$ cat config.mk
export PLATFORM = sky130hd
export DESIGN_NAME = voice_allocator_flat
export DESIGN_NICKNAME = d
export VERILOG_FILES = /design/src/rtl/voice_allocator_pkg.sv /design/src/rtl/voice_allocator_if.sv /design/src/rtl/voice_slot.sv /design/src/rtl/voice_allocator.sv /design/src/flat_wrapper.sv
export SDC_FILE = /design/constraint.sdc
export NUM_CORES = 1
export LEC_CHECK = 0
export BUFFER_PORTS_ARGS = -buffer_cell sky130_fd_sc_hd__buf_4
export CORE_MARGIN = 2
export CORE_UTILIZATION = 40
export CTS_BUF_LIST = sky130_fd_sc_hd__clkbuf_8
export CTS_CLUSTER_DIAMETER = 150
export CTS_CLUSTER_SIZE = 28
export DETAILED_ROUTE_END_ITERATION = 7
export GPL_ROUTABILITY_DRIVEN = 1
export SYNTH_ARGS = -nofsm -noshare
export SYNTH_HDL_FRONTEND = slang
export SYNTH_HIERARCHICAL = 1
export SYNTH_SLANG_ARGS = --single-unit
$ cat constraint.sdc
create_clock -name clk -period 4.2 [get_ports clk]
set_input_delay 0.63 -clock clk [delete_from_list [all_inputs] [get_ports clk]]
set_output_delay 0.63 -clock clk [all_outputs]
set_load 0.01 [all_outputs]
$ cat src/rtl/voice_allocator_pkg.sv
// Shared constants for the voice allocator: FSM encoding, MIDI field widths
// and the velocity-to-amplitude mapping used by every voice slot.
package voice_allocator_pkg;

   localparam logic [1:0] ST_IDLE  = 2'd0;
   localparam logic [1:0] ST_SCAN  = 2'd1;
   localparam logic [1:0] ST_ISSUE = 2'd2;
   localparam logic [1:0] ST_PANIC = 2'd3;

   localparam int GATE_BIT     = 7;
   localparam int MIDI_NOTE_W  = 7;
   localparam int MIDI_VEL_W   = 7;
   localparam int VOICE_DATA_W = 8;

   function automatic logic [VOICE_DATA_W-1:0] vel_to_amp(input logic [MIDI_VEL_W-1:0] vel);
      return {vel, 1'b0};
   endfunction

endpackage

$ cat src/rtl/voice_allocator_if.sv
// Note-event handshake between the MIDI parser (master) and the allocator (slave).
interface voice_allocator_if;
   import voice_allocator_pkg::*;

   logic                   ev_valid;
   logic                   ev_ready;
   logic                   ev_note_on;
   logic [MIDI_NOTE_W-1:0] ev_note;
   logic [MIDI_VEL_W-1:0]  ev_velocity;

   modport master (output ev_valid, output ev_note_on, output ev_note,
                   output ev_velocity, input ev_ready);
   modport slave  (input ev_valid, input ev_note_on, input ev_note,
                   input ev_velocity, output ev_ready);
endinterface

$ cat src/rtl/voice_slot.sv
// State of one polyphony slot: gate, note, held amplitude and a saturating
// age counter. set wins over clr, which wins over age_inc.
module voice_slot
   import voice_allocator_pkg::*;
#(
   parameter int AGE_W = 8
) (
   input  logic                    clk,
   input  logic                    rst_n,
   input  logic                    i_set,
   input  logic                    i_clr,
   input  logic                    i_age_inc,
   input  logic [MIDI_NOTE_W-1:0]  i_note,
   input  logic [VOICE_DATA_W-1:0] i_amp,
   output logic                    o_gate,
   output logic [MIDI_NOTE_W-1:0]  o_note,
   output logic [VOICE_DATA_W-1:0] o_amp,
   output logic [AGE_W-1:0]        o_age
);

   logic                    r_gate;
   logic [MIDI_NOTE_W-1:0]  r_note;
   logic [VOICE_DATA_W-1:0] r_amp;
   logic [AGE_W-1:0]        r_age;

   // Slot registers; note and amplitude survive gate-off so the release tail plays
   always_ff @(posedge clk or negedge rst_n) begin
      if (!rst_n) begin
         r_gate <= 1'b0;
         r_note <= '0;
         r_amp  <= '0;
         r_age  <= '0;
      end else if (i_set) begin
         r_gate <= 1'b1;
         r_note <= i_note;
         r_amp  <= i_amp;
         r_age  <= '0;
      end else if (i_clr) begin
         r_gate <= 1'b0;
      end else if (i_age_inc && (r_age != {AGE_W{1'b1}})) begin
         r_age <= r_age + AGE_W'(1);
      end
   end

   assign o_gate = r_gate;
   assign o_note = r_note;
   assign o_amp  = r_amp;
   assign o_age  = r_age;

endmodule

$ cat src/rtl/voice_allocator.sv
// Polyphony allocator: scans the slot bank one slot per cycle, then retriggers,
// fills a free slot or steals the oldest, and strobes the updated voice.
module voice_allocator
   import voice_allocator_pkg::*;
#(
   parameter int NUM_VOICES = 4,
   parameter int AGE_W      = 8
) (
   input  logic                               clk,
   input  logic                               rst_n,
   voice_allocator_if.slave                   ev_if,
   input  logic                               panic,
   output logic [VOICE_DATA_W*NUM_VOICES-1:0] voice_midi_data,
   output logic [NUM_VOICES-1:0]              voice_valid,
   output logic [VOICE_DATA_W*NUM_VOICES-1:0] voice_amplitude,
   output logic [NUM_VOICES-1:0]              voices_active
);

   localparam int IDX_W = (NUM_VOICES > 1) ? $clog2(NUM_VOICES) : 1;
   localparam logic [IDX_W-1:0] LAST_IDX = IDX_W'(NUM_VOICES - 1);

   logic [1:0]             r_state;
   logic [IDX_W-1:0]       r_idx;
   logic                   r_panic_pend;
   logic                   r_note_on;
   logic [MIDI_NOTE_W-1:0] r_note;
   logic [MIDI_VEL_W-1:0]  r_vel;
   logic                   r_match_found;
   logic [IDX_W-1:0]       r_match_idx;
   logic                   r_free_found;
   logic [IDX_W-1:0]       r_free_idx;
   logic [IDX_W-1:0]       r_old_idx;
   logic [AGE_W-1:0]       r_old_age;
   logic [NUM_VOICES-1:0]  r_valid;

   logic [NUM_VOICES-1:0]   w_gate;
   logic [MIDI_NOTE_W-1:0]  w_note [NUM_VOICES];
   logic [VOICE_DATA_W-1:0] w_amp  [NUM_VOICES];
   logic [AGE_W-1:0]        w_age  [NUM_VOICES];
   logic [NUM_VOICES-1:0]   w_set;
   logic [NUM_VOICES-1:0]   w_clr;
   logic [NUM_VOICES-1:0]   w_age_inc;
   logic                    w_panic_req;
   logic                    w_accept;
   logic                    w_is_on;
   logic [IDX_W-1:0]        w_target;
   logic                    w_cur_gate;
   logic [MIDI_NOTE_W-1:0]  w_cur_note;
   logic [AGE_W-1:0]        w_cur_age;

   // A panic arriving this very cycle already blocks acceptance
   assign w_panic_req    = r_panic_pend | panic;
   assign ev_if.ev_ready = (r_state == ST_IDLE) & ~w_panic_req;
   assign w_accept       = ev_if.ev_valid & ev_if.ev_ready;
   assign w_is_on        = r_note_on & (r_vel != '0);
   assign w_target       = r_match_found ? r_match_idx :
                           (r_free_found ? r_free_idx : r_old_idx);

   assign w_cur_gate = w_gate[r_idx];
   assign w_cur_note = w_note[r_idx];
   assign w_cur_age  = w_age[r_idx];

   // Panic latch: set on any cycle, consumed when IDLE enters PANIC
   always_ff @(posedge clk or negedge rst_n) begin
      if (!rst_n) begin
         r_panic_pend <= 1'b0;
      end else if ((r_state == ST_IDLE) && w_panic_req) begin
         r_panic_pend <= 1'b0;
      end else if (panic) begin
         r_panic_pend <= 1'b1;
      end
   end

   // Main FSM: event latch, per-slot scan bookkeeping and panic walk index
   always_ff @(posedge clk or negedge rst_n) begin
      if (!rst_n) begin
         r_state       <= ST_IDLE;
         r_idx         <= '0;
         r_note_on     <= 1'b0;
         r_note        <= '0;
         r_vel         <= '0;
         r_match_found <= 1'b0;
         r_match_idx   <= '0;
         r_free_found  <= 1'b0;
         r_free_idx    <= '0;
         r_old_idx     <= '0;
         r_old_age     <= '0;
      end else begin
         case (r_state)
            ST_IDLE: begin
               if (w_panic_req) begin
                  r_state <= ST_PANIC;
                  r_idx   <= '0;
               end else if (w_accept) begin
                  r_state       <= ST_SCAN;
                  r_idx         <= '0;
                  r_note_on     <= ev_if.ev_note_on;
                  r_note        <= ev_if.ev_note;
                  r_vel         <= ev_if.ev_velocity;
                  r_match_found <= 1'b0;
                  r_free_found  <= 1'b0;
               end
            end
            ST_SCAN: begin
               if (!r_match_found && w_cur_gate && (w_cur_note == r_note)) begin
                  r_match_found <= 1'b1;
                  r_match_idx   <= r_idx;
               end
               if (!r_free_found && !w_cur_gate) begin
                  r_free_found <= 1'b1;
                  r_free_idx   <= r_idx;
               end
               // Strict compare keeps the lowest index on equal ages
               if ((r_idx == '0) || (w_cur_age > r_old_age)) begin
                  r_old_idx <= r_idx;
                  r_old_age <= w_cur_age;
               end
               if (r_idx == LAST_IDX) begin
                  r_state <= ST_ISSUE;
               end else begin
                  r_idx <= r_idx + IDX_W'(1);
               end
            end
            ST_ISSUE: begin
               r_state <= ST_IDLE;
            end
            ST_PANIC: begin
               if (r_idx == LAST_IDX) begin
                  r_state <= ST_IDLE;
               end else begin
                  r_idx <= r_idx + IDX_W'(1);
               end
            end
            default: begin
               r_state <= ST_IDLE;
            end
         endcase
      end
   end

   // Slot update controls for the ISSUE decision and the panic walk
   always_comb begin
      w_set     = '0;
      w_clr     = '0;
      w_age_inc = '0;
      case (r_state)
         ST_ISSUE: begin
            if (w_is_on) begin
               w_set[w_target] = 1'b1;
               w_age_inc       = w_gate & ~w_set;
            end else if (r_match_found) begin
               w_clr[r_match_idx] = 1'b1;
            end else begin
               w_clr = '0;
            end
         end
         ST_PANIC: begin
            w_clr[r_idx] = w_gate[r_idx];
         end
         default: begin
            w_clr = '0;
         end
      endcase
   end

   // One-cycle strobe aligned with the slot register update
   always_ff @(posedge clk or negedge rst_n) begin
      if (!rst_n) begin
         r_valid <= '0;
      end else begin
         r_valid <= w_set | w_clr;
      end
   end

   assign voice_valid   = r_valid;
   assign voices_active = w_gate;

   for (genvar gi = 0; gi < NUM_VOICES; gi++) begin : g_slot
      voice_slot #(.AGE_W(AGE_W)) u_slot (
         .clk       (clk),
         .rst_n     (rst_n),
         .i_set     (w_set[gi]),
         .i_clr     (w_clr[gi]),
         .i_age_inc (w_age_inc[gi]),
         .i_note    (r_note),
         .i_amp     (vel_to_amp(r_vel)),
         .o_gate    (w_gate[gi]),
         .o_note    (w_note[gi]),
         .o_amp     (w_amp[gi]),
         .o_age     (w_age[gi])
      );
      assign voice_midi_data[gi*VOICE_DATA_W + GATE_BIT]       = w_gate[gi];
      assign voice_midi_data[gi*VOICE_DATA_W +: MIDI_NOTE_W]   = w_note[gi];
      assign voice_amplitude[gi*VOICE_DATA_W +: VOICE_DATA_W]  = w_amp[gi];
   end

endmodule

$ cat src/flat_wrapper.sv
// flat-port wrapper written by rule: the top's interface ports become plain ports
module voice_allocator_flat import voice_allocator_pkg::*;
#(
   parameter int NUM_VOICES = 4,
   parameter int AGE_W      = 8
)
  (clk, rst_n, panic, voice_midi_data, voice_valid, voice_amplitude, voices_active, ev_if_ev_valid, ev_if_ev_note_on, ev_if_ev_note, ev_if_ev_velocity, ev_if_ev_ready);
  voice_allocator_if ev_if_i ();
  input  logic clk;
  input  logic rst_n;
  input  logic panic;
  output logic [VOICE_DATA_W*NUM_VOICES-1:0] voice_midi_data;
  output logic [NUM_VOICES-1:0] voice_valid;
  output logic [VOICE_DATA_W*NUM_VOICES-1:0] voice_amplitude;
  output logic [NUM_VOICES-1:0] voices_active;
  input wire logic [$bits(ev_if_i.ev_valid)-1:0] ev_if_ev_valid;
  input wire logic [$bits(ev_if_i.ev_note_on)-1:0] ev_if_ev_note_on;
  input wire logic [$bits(ev_if_i.ev_note)-1:0] ev_if_ev_note;
  input wire logic [$bits(ev_if_i.ev_velocity)-1:0] ev_if_ev_velocity;
  output wire logic [$bits(ev_if_i.ev_ready)-1:0] ev_if_ev_ready;
  assign ev_if_i.ev_valid = ev_if_ev_valid;
  assign ev_if_i.ev_note_on = ev_if_ev_note_on;
  assign ev_if_i.ev_note = ev_if_ev_note;
  assign ev_if_i.ev_velocity = ev_if_ev_velocity;
  assign ev_if_ev_ready = ev_if_i.ev_ready;
  voice_allocator #(.NUM_VOICES(NUM_VOICES), .AGE_W(AGE_W)) u_core (.clk(clk), .rst_n(rst_n), .ev_if(ev_if_i), .panic(panic), .voice_midi_data(voice_midi_data), .voice_valid(voice_valid), .voice_amplitude(voice_amplitude), .voices_active(voices_active));
endmodule
==> impl_metrics.toml <==
[status]
status = "complete, no violations"

[die]
ios = 92
chipWidth_um = 133
dieHeight_um = 133
dieArea_mm2 = 0.0176
rows = 47
coreArea_mm2 = 0.0164
start_util_pct = 40.5

[sta]
period_needed_ns = 3.15
fmax_mhz = 317
tns_ns = 0
clock_skew_ns = 0.0221
maxSlewHeadroom_pct = 35.8
rsz0062_at_grt = "no"
setup_slack_ns = 1.05
worst_pin_slew_ns = 0.963
hold_slack_ns = 0.196
hold_viol = 0
fin_crit_sh_pct = 75.0
drv_slew = 0
setup_viol = 0

[yosys]
synth_edf_count = 0
yosysTopAreaCellShare_pct = 51.3
synth-seq-cells = 136
yosys.area.top_type = "dfrtp_1"
syn_inst = 514
async_reset_ff_share_pct = 100
yosysWarnings = 6
synthTopCellsByArea = "dfrtp_1 51%, mux2_2 14%, mux4_2 3.1%, ha_1 3.0%, mux2i_1 2.0%"
synth_ff_type = "dfrtp_1"
netlist_area_mm2 = 0.00664
ys_seq_area_share_pct = 51.3
synth.avg_cell_area_um2 = 12.9
synth.distinct_cells = 59

[global_route]
grt_antenna_before_repair = 0
grt_pass1_wl_um = 25000
grt_max_degree = 74
use_met3_pct = 5.13
grt_pass1_vias = 4523
grt_overflow = 0
grtUsageMet1_pct = 24.4
grtUsageMet2_pct = 28.8
grt.busiest_layer = "met2"
grt_use_total_pct = 18.5

[clocking]
cts_resized = 0
clkTransAtPathRegs_ns = 0.09
cts-buffers-inserted = 17
clock_path_buffers = 2
cts_tree = "yes"
clock_latency_ns = 0.45
cts_htree_levels = 4
cts-root-buf = "clkbuf_8"
cts_hold_buf = 0
clock_sinks = 136
postCtsSetupRepairBufs = 0

[finish]
antenna_cells = 0
layout-drive-gt1-share_pct = 40.7
stdcell_count = 847
area_growth_pct = 20.4
fin_nets = 650

[flow_run]
maxCapViolCount = 0

[place]
dp.cells = 816
hpwl_um = 10800
place_ws_ns = 1.04
gp_congestion = 0.794
io_buffers = 91

[detailed_routing]
final_antenna_net_count = 0
routedWlPerCell_um = 18.2
drc_errors = 0
dr.pass1.iters = 5
vias = 4405
drt_iter0_drc = 236
via_per_inst = 5.20
wl_um = 15400

[critical_path]
reg2regPathDepth = 9
r2r-end = "u_core/r_old_age[4]$_DFFE_PN0P_"
regToRegSetupSlack_ns = 1.05
cp-end-kind = "flop"
r2r-start = "u_core/r_idx[0]$_DFFE_PN0P_"
startpoint_type = "flop"
path_max_fanout = 10
arrival_ns = 3.48
worst-setup-path-type = "reg2reg"
worstPathRequired_ns = 4.53

[pwr]
p_total_mw = 4.64
p_per_area_mw_per_mm2 = 580
leakage_nw = 3.88
ir_worst_vdd_mv = 0.361

[min_path]
hold_class = "in2async"
layer usage:
metal	vias up	share of wire, %
met5	-	0
met4	0	2.8
met3	29	4.9
met2	118	47
met1	2186	45
li1	2072	-
layout make-up:
cell class                 count  area [um^2]
clock buffer                  17          234
clock inverter                14          185
fill                        1480         8420
inverter                      26         97.6
multi-input combinational    334         3040
sequential                   136         3400
tap                          220          275
timing repair buffer         100          754
state kept, by name, indices dropped and copies added, names as in the netlist:
| register | flops |
|---|---|
| u_core/r_panic_pend | 1 |
| u_core/g_slot.u_slot/o_gate | 4 |
| u_core/r_old_age | 8 |
| u_core/r_state | 2 |
| u_core/r_idx | 2 |
| u_core/r_vel | 7 |
| u_core/g_slot.u_slot/o_age | 32 |
| u_core/r_old_idx | 2 |
| u_core/r_note | 7 |
| u_core/voice_valid | 4 |
| u_core/g_slot.u_slot/o_note | 28 |
| u_core/r_match_idx | 2 |
| u_core/r_free_idx | 2 |
| u_core/g_slot.u_slot/o_amp | 32 |
| u_core/r_match_found | 1 |
| u_core/r_note_on | 1 |
| u_core/r_free_found | 1 |
metrics by stage:
step                      utilization (%)  instance area (um^2)
final                                48.7                  7990
after global routing                 48.7                  7990
after CTS                            48.7                  7990
after detailed placement             46.2                  7570
after global placement               46.2                  7570
after floorplan                         -                  6650
how the worst max path moves through the flow:
stage / from / end / slack [ns]
finish: u_core/r_idx[0]$_DFFE_PN0P_ / u_core/r_old_age[4]$_DFFE_PN0P_ / 1.05
global route: u_core/r_idx[0]$_DFFE_PN0P_ / u_core/r_old_age[4]$_DFFE_PN0P_ / 0.81
CTS: u_core/r_idx[0]$_DFFE_PN0P_ / u_core/r_old_age[3]$_DFFE_PN0P_ / 1.03
detailed placement: u_core/r_idx[0]$_DFFE_PN0P_ / u_core/r_old_age[3]$_DFFE_PN0P_ / 1.04
global placement: u_core/r_idx[0]$_DFFE_PN0P_ / u_core/r_old_age[5]$_DFFE_PN0P_ / 1.11
floorplan: u_core/r_idx[0]$_DFFE_PN0P_ / u_core/r_old_age[0]$_DFFE_PN0P_ / 1.09
layout by cell type, fill, tap and decap left out, drive strengths merged, types with 8 or more instances in the layout:
cell type  count
a211oi        13
a21oi         12
and3          12
buf          100
clkbuf        17
dfrtp        136
ha            16
inv           33
mux2          89
mux2i         13
mux4          13
nand4          9
nor2          32
nor2b          9
nor3          12
o21ai          8
xnor2         12
xor2          10
cell families (layout without fill, tap and decap cells):
family	count (synthesis)	after routing	share of synthesized area, %
fa+ha+maj	16	16	3.01
mux	115	115	21.7
other cells	1	4	0.0565
simple gates	112	112	10.4
compound gates	65	65	7.39
buf+inv	47	157	3.26
flops	136	136	51.3
xor+xnor	22	22	2.90
where the power goes:
part	switching [mW]	internal (mW)	leakage, nW
Combinational	0.658	0.803	1.84
Clock	0.559	0.599	0.202
Sequential	0.363	1.65	1.84
Total	1.58	3.05	3.88
Yosys cell counts (all sizes together), types with 2 or more instances:
library cell,n
a211oi,13
ha,16
a21oi,12
and4,6
o21ai,8
nand2,6
mux2i,13
a22o,2
xnor2,12
mux2,89
a31oi,4
and3,12
o22a,2
xor2,10
and2,3
a21boi,4
a21o,6
nor2b,9
clkbuf,7
buf,14
o21a,2
nand2b,2
a2111oi,2
nand3,6
mux4,13
and4b,3
nand4b,4
a32o,2
or2,4
o41ai,2
nand4,9
inv,26
nor2,32
o211ai,4
dfrtp,136
nor3,12
critical path, stage by stage (launching register included):
cell,delay [ns]
dfrtp_1,0.54
buf_4,0.27
mux4_2,0.54
ha_1,0.33
o21a_1,0.13
o21a_1,0.11
o22a_1,0.13
o41ai_1,0.08
a21oi_2,0.50
mux2_2,0.40
Power figures use the tool's default switching activity.
